--- src/rtl/click_decoder.sv ---
// Groups debounced key presses into single/double/.../MAX_CLICKS click events and queues them for a consumer.
// Define CLICK_EVT_FIFO_EN to get a 4-entry event FIFO instead of a single holding register.
module click_decoder #(
  parameter int CLK_FREQ   = 50_000_000,
  parameter int GAP_MS     = 300,
  parameter int MAX_CLICKS = 3
) (
  input  logic       clk,
  input  logic       rst,
  input  logic       key_flag,
  input  logic       evt_ready,
  output logic       evt_valid,
  output logic [2:0] evt_count,
  output logic       busy,
  output logic       overflow
);

  localparam logic [31:0] GAP_CNT = 32'((CLK_FREQ / 1000) * GAP_MS);
  localparam logic [2:0]  MAX_CNT = 3'(MAX_CLICKS);

  typedef enum logic {IDLE, COLLECT} state_e;

  state_e      state_q, state_d;
  logic [2:0]  clicks_q, clicks_d;
  logic [31:0] timer_q, timer_d;
  logic [2:0]  clicks_inc;
  logic [31:0] timer_inc;
  logic        max_hit, gap_hit;
  logic        emit;
  logic [2:0]  emit_count;
  logic        drop;
  logic        overflow_q;

  assign clicks_inc = clicks_q + 3'd1;
  assign timer_inc  = timer_q + 32'd1;
  // The press cycle itself counts as the first gap cycle, so the expiry test uses the advanced timer value.
  assign max_hit = (state_q == COLLECT) && key_flag && (clicks_inc == MAX_CNT);
  assign gap_hit = (state_q == COLLECT) && !key_flag && (timer_inc == GAP_CNT - 32'd1);

  always_ff @(posedge clk or posedge rst) begin
    if (rst) begin
      state_q  <= IDLE;
      clicks_q <= 3'd0;
      timer_q  <= 32'd0;
    end else begin
      state_q  <= state_d;
      clicks_q <= clicks_d;
      timer_q  <= timer_d;
    end
  end

  always_comb begin
    state_d  = state_q;
    clicks_d = clicks_q;
    timer_d  = timer_q;
    case (state_q)
      IDLE: begin
        if (key_flag) begin
          state_d  = COLLECT;
          clicks_d = 3'd1;
          timer_d  = 32'd0;
        end
      end
      COLLECT: begin
        if (max_hit || gap_hit) begin
          state_d  = IDLE;
          clicks_d = 3'd0;
          timer_d  = 32'd0;
        end else if (key_flag) begin
          clicks_d = clicks_inc;
          timer_d  = 32'd0;
        end else begin
          timer_d = timer_inc;
        end
      end
      default: state_d = IDLE;
    endcase
  end

  always_comb begin
    busy       = (state_q == COLLECT);
    emit       = max_hit || gap_hit;
    emit_count = max_hit ? clicks_inc : clicks_q;
  end

`ifdef CLICK_EVT_FIFO_EN
  logic [2:0] fifo_mem [4];
  logic [1:0] wr_ptr_q, rd_ptr_q;
  logic [2:0] fill_q;
  logic       push, pop;

  assign pop  = (fill_q != 3'd0) && evt_ready;
  // A slot freed by this cycle's transfer is available to this cycle's emit.
  assign push = emit && ((fill_q != 3'd4) || pop);
  assign drop = emit && !push;

  always_ff @(posedge clk or posedge rst) begin
    if (rst) begin
      wr_ptr_q <= 2'd0;
      rd_ptr_q <= 2'd0;
      fill_q   <= 3'd0;
    end else begin
      if (push) wr_ptr_q <= wr_ptr_q + 2'd1;
      if (pop)  rd_ptr_q <= rd_ptr_q + 2'd1;
      case ({push, pop})
        2'b10:   fill_q <= fill_q + 3'd1;
        2'b01:   fill_q <= fill_q - 3'd1;
        default: fill_q <= fill_q;
      endcase
    end
  end

  always_ff @(posedge clk) begin
    if (push) fifo_mem[wr_ptr_q] <= emit_count;
  end

  assign evt_valid = (fill_q != 3'd0);
  assign evt_count = evt_valid ? fifo_mem[rd_ptr_q] : 3'd0;
`else
  logic       hold_valid_q;
  logic [2:0] hold_count_q;
  logic       push;

  assign push = emit && (!hold_valid_q || evt_ready);
  assign drop = emit && !push;

  always_ff @(posedge clk or posedge rst) begin
    if (rst) begin
      hold_valid_q <= 1'b0;
      hold_count_q <= 3'd0;
    end else if (push) begin
      hold_valid_q <= 1'b1;
      hold_count_q <= emit_count;
    end else if (hold_valid_q && evt_ready) begin
      hold_valid_q <= 1'b0;
    end
  end

  assign evt_valid = hold_valid_q;
  assign evt_count = hold_count_q;
`endif

  always_ff @(posedge clk or posedge rst) begin
    if (rst) overflow_q <= 1'b0;
    else if (drop) overflow_q <= 1'b1;
  end

  assign overflow = overflow_q;

endmodule

--- config.mk ---
export PLATFORM = sky130hd
export DESIGN_NAME = click_decoder
export DESIGN_NICKNAME = d
export VERILOG_FILES = /design/src/rtl/click_decoder.sv
export SDC_FILE = /design/constraint.sdc
export NUM_CORES = 1
export LEC_CHECK = 0
export ABC_AREA = 1
export BUFFER_PORTS_ARGS = -buffer_cell sky130_fd_sc_hd__buf_4
export CORE_MARGIN = 3
export CORE_UTILIZATION = 45
export CTS_BUF_LIST = sky130_fd_sc_hd__clkbuf_4 sky130_fd_sc_hd__clkbuf_8
export DETAILED_ROUTE_END_ITERATION = 8
export GPL_TIMING_DRIVEN = 0
export PLACE_DENSITY = 0.75
export SKIP_CTS_REPAIR_TIMING = 1
export SLEW_MARGIN = 20
export SYNTH_ARGS = -nofsm -noshare
export SYNTH_HDL_FRONTEND = slang
export SYNTH_SLANG_ARGS = --single-unit
--- constraint.sdc ---
create_clock -name clk -period 2.1 [get_ports clk]
set_input_delay 0.105 -clock clk [delete_from_list [all_inputs] [get_ports clk]]
set_output_delay 0.105 -clock clk [all_outputs]
set_load 0.01 [all_outputs]
==> reports/results.txt, run 1 <==
Status -> complete, but fails checks
Violations in the final reports -> negative setup slack
Avg Inst Size Synth -> 6.665 µm²
Async set-or-reset flop fraction in the synthesized netlist -> 100.0%
Xor-xnor portion of the synthesized cell area -> 1.568%
List of most frequent post-synthesis cells -> sky130_fd_sc_hd__nand2_1 (147), sky130_fd_sc_hd__nor2_1 (60), sky130_fd_sc_hd__inv_1 (57)
Final nets -> 457
Full die area -> 0.007187 mm²
Num CTS Buffers -> 5
Number of global-route vias before repair -> 2611
Worst supply voltage drop on vdd -> 552.7 µV
RSZ-0062 raised after global routing -> yes
Residual DRC -> 0
First-pass GRT wire length -> 12.16 mm
Pin slew with the least headroom to its limit -> 0.5600 ns
Avg WL per Cell -> 14.11 µm
Cell with the largest stage delay on the worst path -> sky130_fd_sc_hd__dfrtp_1
Area after detailed placement -> 0.002982 mm²
Overall Global Routing Usage -> 21.28%
Cell types with the largest area share after synthesis -> sky130_fd_sc_hd__dfrtp_1 (37%), sky130_fd_sc_hd__nand2_1 (20%), sky130_fd_sc_hd__nor2_1 (8.1%)
Clock net sink count -> 41
Final Slew Violations -> 0
Beginning of the worst register-to-register path -> busy
Static leakage -> 0.001361 µW
Maximum clock skew at final layout -> 0.005125 ns
Relative slew slack -> 62.67%
Num ports -> 10
WL final -> 7.407 mm
Buffers on Ports -> 9
Total Neg Setup Slack -> -13.12 ns
Number of detailed-route iterations in the first pass -> 6
Critical Path Source Type -> flip-flop
Fmax achieved -> 0.3998 GHz
Most used standard cell by instance count after synthesis -> sky130_fd_sc_hd__nand2_1
Via count -> 2755
Final Setup Violations -> 39
Worst hold slack after final layout -> 0.1188 ns
Synth-to-layout area growth -> 18.23%
# rows -> 28
Clock tree buffer depth -> 2
Critical Path Sink -> timer_q[10]
Number of instances in the synthesized netlist -> 419
Number of storage elements in the synthesis netlist -> 41
Instance count after placement with tap cells included -> 504
CTS root buf -> sky130_fd_sc_hd__clkbuf_8
Largest stage delay on the critical path -> 0.49 ns
Chip Width -> 84.78 µm
Final antenna diode count -> 0
Final std cell area, no fill -> 0.003302 mm²
Number of nets with antenna violations after detailed routing -> 0
Launch point of the critical path -> busy
CTS clock-pin slew for the worst setup and hold paths -> 0.09 ns
Min-delay worst type -> in2reg
Maximum capacitance violations -> 0
Pwr dens -> 672.8 mW/mm²
Category of the most critical setup path -> reg2reg
Largest net degree at the start of global routing -> 24
Final period utilization -> 119.1%
Seq/Total Area, Yosys -> 36.74%
Library cell occupying the most area in the post-synthesis netlist -> sky130_fd_sc_hd__dfrtp_1
Peak fanout along the critical path -> 7
Floorplan die height -> 84.78 µm
Number of violations reported at the end of detailed-routing iteration 0 -> 241
Main combinational cell family by area after synthesis -> simple AND/OR/NAND/NOR gates
Flip-flop cell with the highest count after synthesis -> sky130_fd_sc_hd__dfrtp_1
Post-synthesis compound-gate area fraction -> 10.80%
Cell variety after synth -> 25
Data required time at the worst endpoint -> 2.29 ns
Simple-gate area share of the yosys netlist -> 39.87%
Reg-to-Reg End -> timer_q[10]
Worst skew pair latency -> 0.31 ns
Total half-perimeter wirelength after legalization and detailed placement -> 5.346 mm
Buffers plus inverters on the worst setup path -> 3
Area fraction of the dominant cell type after synthesis -> 36.74%
Depth of the critical timing path with buffers and inverters included -> 15
Clock H-tree levels -> 2
Initial core utilization -> 46.89%
Post-synth EDFFs -> 0
Final weighted congestion of routability-driven global placement -> 0.8957
Minimum clock period after layout -> 2.501 ns
Synthesized cell area -> 0.002793 mm²
Ratio of cells with drive above 1 in the final layout -> 16.89%
Core footprint -> 0.005956 mm²
Initial antenna violation count -> 0
Endpoint arrival time on the critical path -> 2.69 ns
Post-synthesis mux area share -> 0%
Critical path cell sequence -> inv_1 -> nor2_1 -> nand2_1 -> nor2_1 -> nand2_1 -> nor2_1 -> nand2_1 -> nor2_1 -> nand2_1 -> nor2_2 -> nand3_4 -> nand2_4 -> buf_8 -> clkbuf_16 -> o22ai_2
Clock tree from TritonCTS -> built
Setup slack on the worst flop-to-flop path -> -0.40 ns
Endpoints failing hold -> 0
Post-route setup slack -> -0.4010 ns
Post-Synthesis Net Count -> 427
Crit-path leading delay family -> simple AND/OR/NAND/NOR gates
Crit. End Element -> flip-flop
Warnings, synthesis -> 0
Total grt overflow -> 0
Worst reg-to-reg path cell count -> 15
Non-Filler Instances -> 525
Fraction of the mapped netlist area in adder cells -> 1.792%
Vias/cell -> 5.248
-- layout make-up --
class                   count  area, µm²
fillers                   558       2654
inverters                  59      221.5
repair buffers             23      230.2
plain buffers               5      51.30
clock buffers               5      68.82
flip-flops and latches     41       1026
well taps                  75      93.84
multi-input cells         314       1585
clock inverters             3      25.02
-- layer usage --
metal,up-vias,GRT usage [%],wire [µm]
li1,1381,-,-
met1,1302,29.01,3339
met2,64,34.66,3641
met3,8,4.612,343
met4,0,5.036,82
met5,-,0,0
-- through the flow --
stage	total power (µW)	setup WS, ns	util (%)
floorplan	1350	0.01257	-
global placement	1515	-0.4442	49.60
detailed placement	1547	-0.4811	50.06
CTS	2103	-0.5033	51.64
global route	2361	-0.5526	55.44
finish	2222	-0.4010	55.44
-- registers in the layout, summed over array words and instances, names as in the netlist --
| signal | count |
|---|---|
| evt_count | 3 |
| busy | 1 |
| evt_valid | 1 |
| timer_q | 32 |
| overflow | 1 |
| clicks_q | 3 |
-- worst min-delay path by stage --
stage / from / endpoint / slack, ns / depth (start not counted)
after floorplan: key_flag / clicks_q[2] / 0.26 / 2
after global placement: key_flag / clicks_q[2] / 0.41 / 3
after detailed placement: rst / timer_q[29] / 0.16 / 2
after CTS: rst / timer_q[29] / -0.17 / 2
after global routing: key_flag / clicks_q[2] / 0.11 / 3
final: key_flag / clicks_q[2] / 0.12 / 3
-- cell families after synthesis --
| family | after synthesis |
|---|---|
| flops | 41 |
| simple gates | 264 |
| buf+inv | 64 |
| compound gates | 41 |
| fa+ha+maj | 4 |
| xor+xnor | 5 |
-- worst register-to-register path: stages (launching register included) --
cell,delay [ns]
sky130_fd_sc_hd__dfrtp_1,0.49
sky130_fd_sc_hd__inv_1,0.07
sky130_fd_sc_hd__nor2_1,0.40
sky130_fd_sc_hd__nand2_1,0.12
sky130_fd_sc_hd__nor2_1,0.13
sky130_fd_sc_hd__nand2_1,0.08
sky130_fd_sc_hd__nor2_1,0.09
sky130_fd_sc_hd__nand2_1,0.07
sky130_fd_sc_hd__nor2_1,0.13
sky130_fd_sc_hd__nand2_1,0.09
sky130_fd_sc_hd__nor2_2,0.15
sky130_fd_sc_hd__nand3_4,0.12
sky130_fd_sc_hd__nand2_4,0.11
sky130_fd_sc_hd__buf_8,0.13
sky130_fd_sc_hd__clkbuf_16,0.15
sky130_fd_sc_hd__o22ai_2,0.05
-- layout by cell type (no fill, tap or decap), types with 6 or more instances in the layout --
master and instances:
sky130_fd_sc_hd__nand2_1 144, sky130_fd_sc_hd__nor2_1 58, sky130_fd_sc_hd__inv_1 56, sky130_fd_sc_hd__dfrtp_1 41, sky130_fd_sc_hd__nand3_1 26, sky130_fd_sc_hd__buf_4 20, sky130_fd_sc_hd__o22ai_1 12, sky130_fd_sc_hd__o22ai_2 11
sky130_fd_sc_hd__nand2_2 7, sky130_fd_sc_hd__nor2_2 7, sky130_fd_sc_hd__o21ai_0 7, sky130_fd_sc_hd__nor2_4 6, sky130_fd_sc_hd__o21ai_1 6
-- power breakdown --
part           switching (µW)  internal, µW
sequential               92.7           883
clock                     322           240
combinational             385           298
No activity file was read; power rests on OpenSTA's default activity.
==> run 2, diff against run 1 <==
Settings changed: CORE_UTILIZATION 45 to 58, MAX_ROUTING_LAYER from default to met4, PLACE_DENSITY 0.75 to 0.9.
==> run 2 against run 1 <==
  * The run still ends with negative setup slack left
  * Clock skew about the same
  * Total power up 3.1%
  * Flip-flop and latch count unchanged
  * Via count grew 2.1%
  * Final area rose by 0.23%
  * Critical path depth rose by 1
  * Largest power group unchanged
  * Highest routed layer unchanged
==> reports/results.txt, run 2 (synthesis gave the netlist of run 1 again) <==
Number of nets with antenna violations after detailed routing -> 0
Synth-to-layout area growth -> 18.50%
Final nets -> 458
Most common library cell in the layout ignoring fill and taps -> sky130_fd_sc_hd__nand2_1
Residual DRC -> 0
Number of global-route vias before repair -> 2438
Clock network power share -> 28.6%
Num CTS Buffers -> 5
Final std cell area, no fill -> 0.003309 mm²
Worst slack at placement -> -0.5004 ns
# rows -> 24
Final Slew Violations -> 0
Maximum clock skew at final layout -> 0.005117 ns
Critical path cell sequence -> ha_2 -> nand2_2 -> nor2_4 -> nand2_4 -> nor2_4 -> nand2_1 -> nand2_1 -> nand2_2 -> nor2_2 -> nand2_1 -> nor2_2 -> nand3_4 -> nand2_4 -> buf_8 -> clkbuf_16 -> o22ai_2
Chip Width -> 75.39 µm
Clock H-tree levels -> 2
Commonest cells after routing, fill and taps aside -> sky130_fd_sc_hd__nand2_1 (141), sky130_fd_sc_hd__inv_1 (56), sky130_fd_sc_hd__nor2_1 (53)
Cell with the largest stage delay on the worst path -> sky130_fd_sc_hd__dfrtp_1
Worst supply voltage drop on vdd -> 825.4 µV
Total half-perimeter wirelength after legalization and detailed placement -> 5.156 mm
Full die area -> 0.005684 mm²
Overall Global Routing Usage -> 26.72%
Fillers -> 345
Area after detailed placement -> 0.002945 mm²
Via count -> 2812
Cell occurring most often along the worst timing path -> sky130_fd_sc_hd__nand2_1
First-pass GRT wire length -> 11.05 mm
Static leakage -> 0.001371 µW
RSZ-0062 raised after global routing -> yes
Clock tree buffer depth -> 2
Number of violations reported at the end of detailed-routing iteration 0 -> 207
Ratio of cells with drive above 1 in the final layout -> 18.85%
Endpoint arrival time on the critical path -> 2.69 ns
Pin slew with the least headroom to its limit -> 0.5688 ns
Pwr dens -> 692.0 mW/mm²
Violations in the final reports -> negative setup slack
Core footprint -> 0.004504 mm²
Max reg flops -> 32
Largest net degree at the start of global routing -> 28
Avg WL per Cell -> 14.70 µm
Worst skew pair latency -> 0.30 ns
Min-delay worst type -> in2reg
Fmax achieved -> 0.3984 GHz
Vias/cell -> 5.590
Share of the core filled with cells in the final layout -> 73.47%
Clock net sink count -> 41
Number of detailed-route iterations in the first pass -> 5
Maximum capacitance violations -> 0
Relative slew slack -> 62.08%
Total grt overflow -> 0
Num ports -> 10
Final weighted congestion of routability-driven global placement -> 0.9579
Net switching power figure -> 768.9 µW
Category of the most critical setup path -> reg2reg
Internal Pwr Total -> 1521 µW
Floorplan die height -> 75.39 µm
Crit. End Element -> flip-flop
Buffers plus inverters on the worst setup path -> 2
Initial core utilization -> 62.00%
WL final -> 7.396 mm
CTS clock-pin slew for the worst setup and hold paths -> 0.08 ns
Final period utilization -> 119.5%
Combinational share of power -> 28.9%
Final Setup Violations -> 39
Critical Path Source Type -> flip-flop
Clock tree from TritonCTS -> built
Minimum clock period after layout -> 2.510 ns
Non-Filler Instances -> 503
Status -> complete, but fails checks
Buffers on Ports -> 9
Peak fanout along the critical path -> 6
Largest stage delay on the critical path -> 0.44 ns
Crit-path leading delay family -> simple AND/OR/NAND/NOR gates
Post-route setup slack -> -0.4102 ns
Endpoints failing hold -> 0
Reg with most FFs -> timer_q
Instance count after placement with tap cells included -> 481
Data required time at the worst endpoint -> 2.28 ns
Share of power burned in registers -> 42.5%
Final antenna diode count -> 0
Initial antenna violation count -> 0
CTS root buf -> sky130_fd_sc_hd__clkbuf_8
Total Neg Setup Slack -> -13.35 ns
Switching part of the total power -> 33.57%
## run 2: changes by cell type in the layout (fill, tap and decap cells not counted), sizes merged
cell	delta
bufinv	+1
clkbuf	-1
inv	-1
buf	+2
## run 2: per-layer routing
layer	track usage, %	share of wire (%)	vias to the layer above
met5	-	0	-
met3	4.881	5.7	25
li1	-	-	1374
met2	42.95	49	121
met4	10.29	2.8	0
met1	33.44	42	1292
## run 2: area by class of cell
class	instances	area, µm²	share of cell area (%)
multi-input combinational	314	1614	48.77
sequential	41	1026	31.00
inverter	59	221.5	6.692
timing repair buffer	24	216.5	6.541
clock buffer	5	68.82	2.079
tap	52	65.06	1.966
buffer	5	51.30	1.550
clock inverter	3	46.29	1.399
## run 2: worst reg2reg max path: stages (launching register included)
cell,delay [ns]
sky130_fd_sc_hd__dfrtp_1,0.44
sky130_fd_sc_hd__ha_2,0.24
sky130_fd_sc_hd__nand2_2,0.09
sky130_fd_sc_hd__nor2_4,0.21
sky130_fd_sc_hd__nand2_4,0.10
sky130_fd_sc_hd__nor2_4,0.18
sky130_fd_sc_hd__nand2_1,0.07
sky130_fd_sc_hd__nand2_1,0.08
sky130_fd_sc_hd__nand2_2,0.06
sky130_fd_sc_hd__nor2_2,0.12
sky130_fd_sc_hd__nand2_1,0.07
sky130_fd_sc_hd__nor2_2,0.15
sky130_fd_sc_hd__nand3_4,0.13
sky130_fd_sc_hd__nand2_4,0.10
sky130_fd_sc_hd__buf_8,0.14
sky130_fd_sc_hd__clkbuf_16,0.15
sky130_fd_sc_hd__o22ai_2,0.05
## run 2: stage by stage
stage               hold slack, ns  power (µW)
global placement            0.4278        1508
CTS                        -0.2330        2193
floorplan                   0.2625        1350
global route                0.1399        2418
detailed placement         0.09929        1532
finish                      0.1209        2290
## run 2: worst paths after layout
path | end | slack, ns | from | cells past startpoint
min in group asynchronous | timer_q[23] | 0.32 | rst | 3
worst max-delay path | timer_q[16] | -0.41 | timer_q[1] | 16
worst min-delay path | clicks_q[2] | 0.12 | key_flag | 3
worst max register to register | timer_q[16] | -0.41 | timer_q[1] | 16
max in group asynchronous | timer_q[4] | 1.33 | rst | 4
worst min register to register | evt_count[2] | 0.48 | evt_count[2] | 2
## run 2: power groups by stage
stage / Sequential (µW) / Clock [µW] / Combinational [µW]
detailed placement: 984 / 0 / 548
finish: 972 / 656 / 662
CTS: 968 / 673 / 552
floorplan: 992 / 0 / 358
global placement: 982 / 0 / 527
global route: 987 / 695 / 736
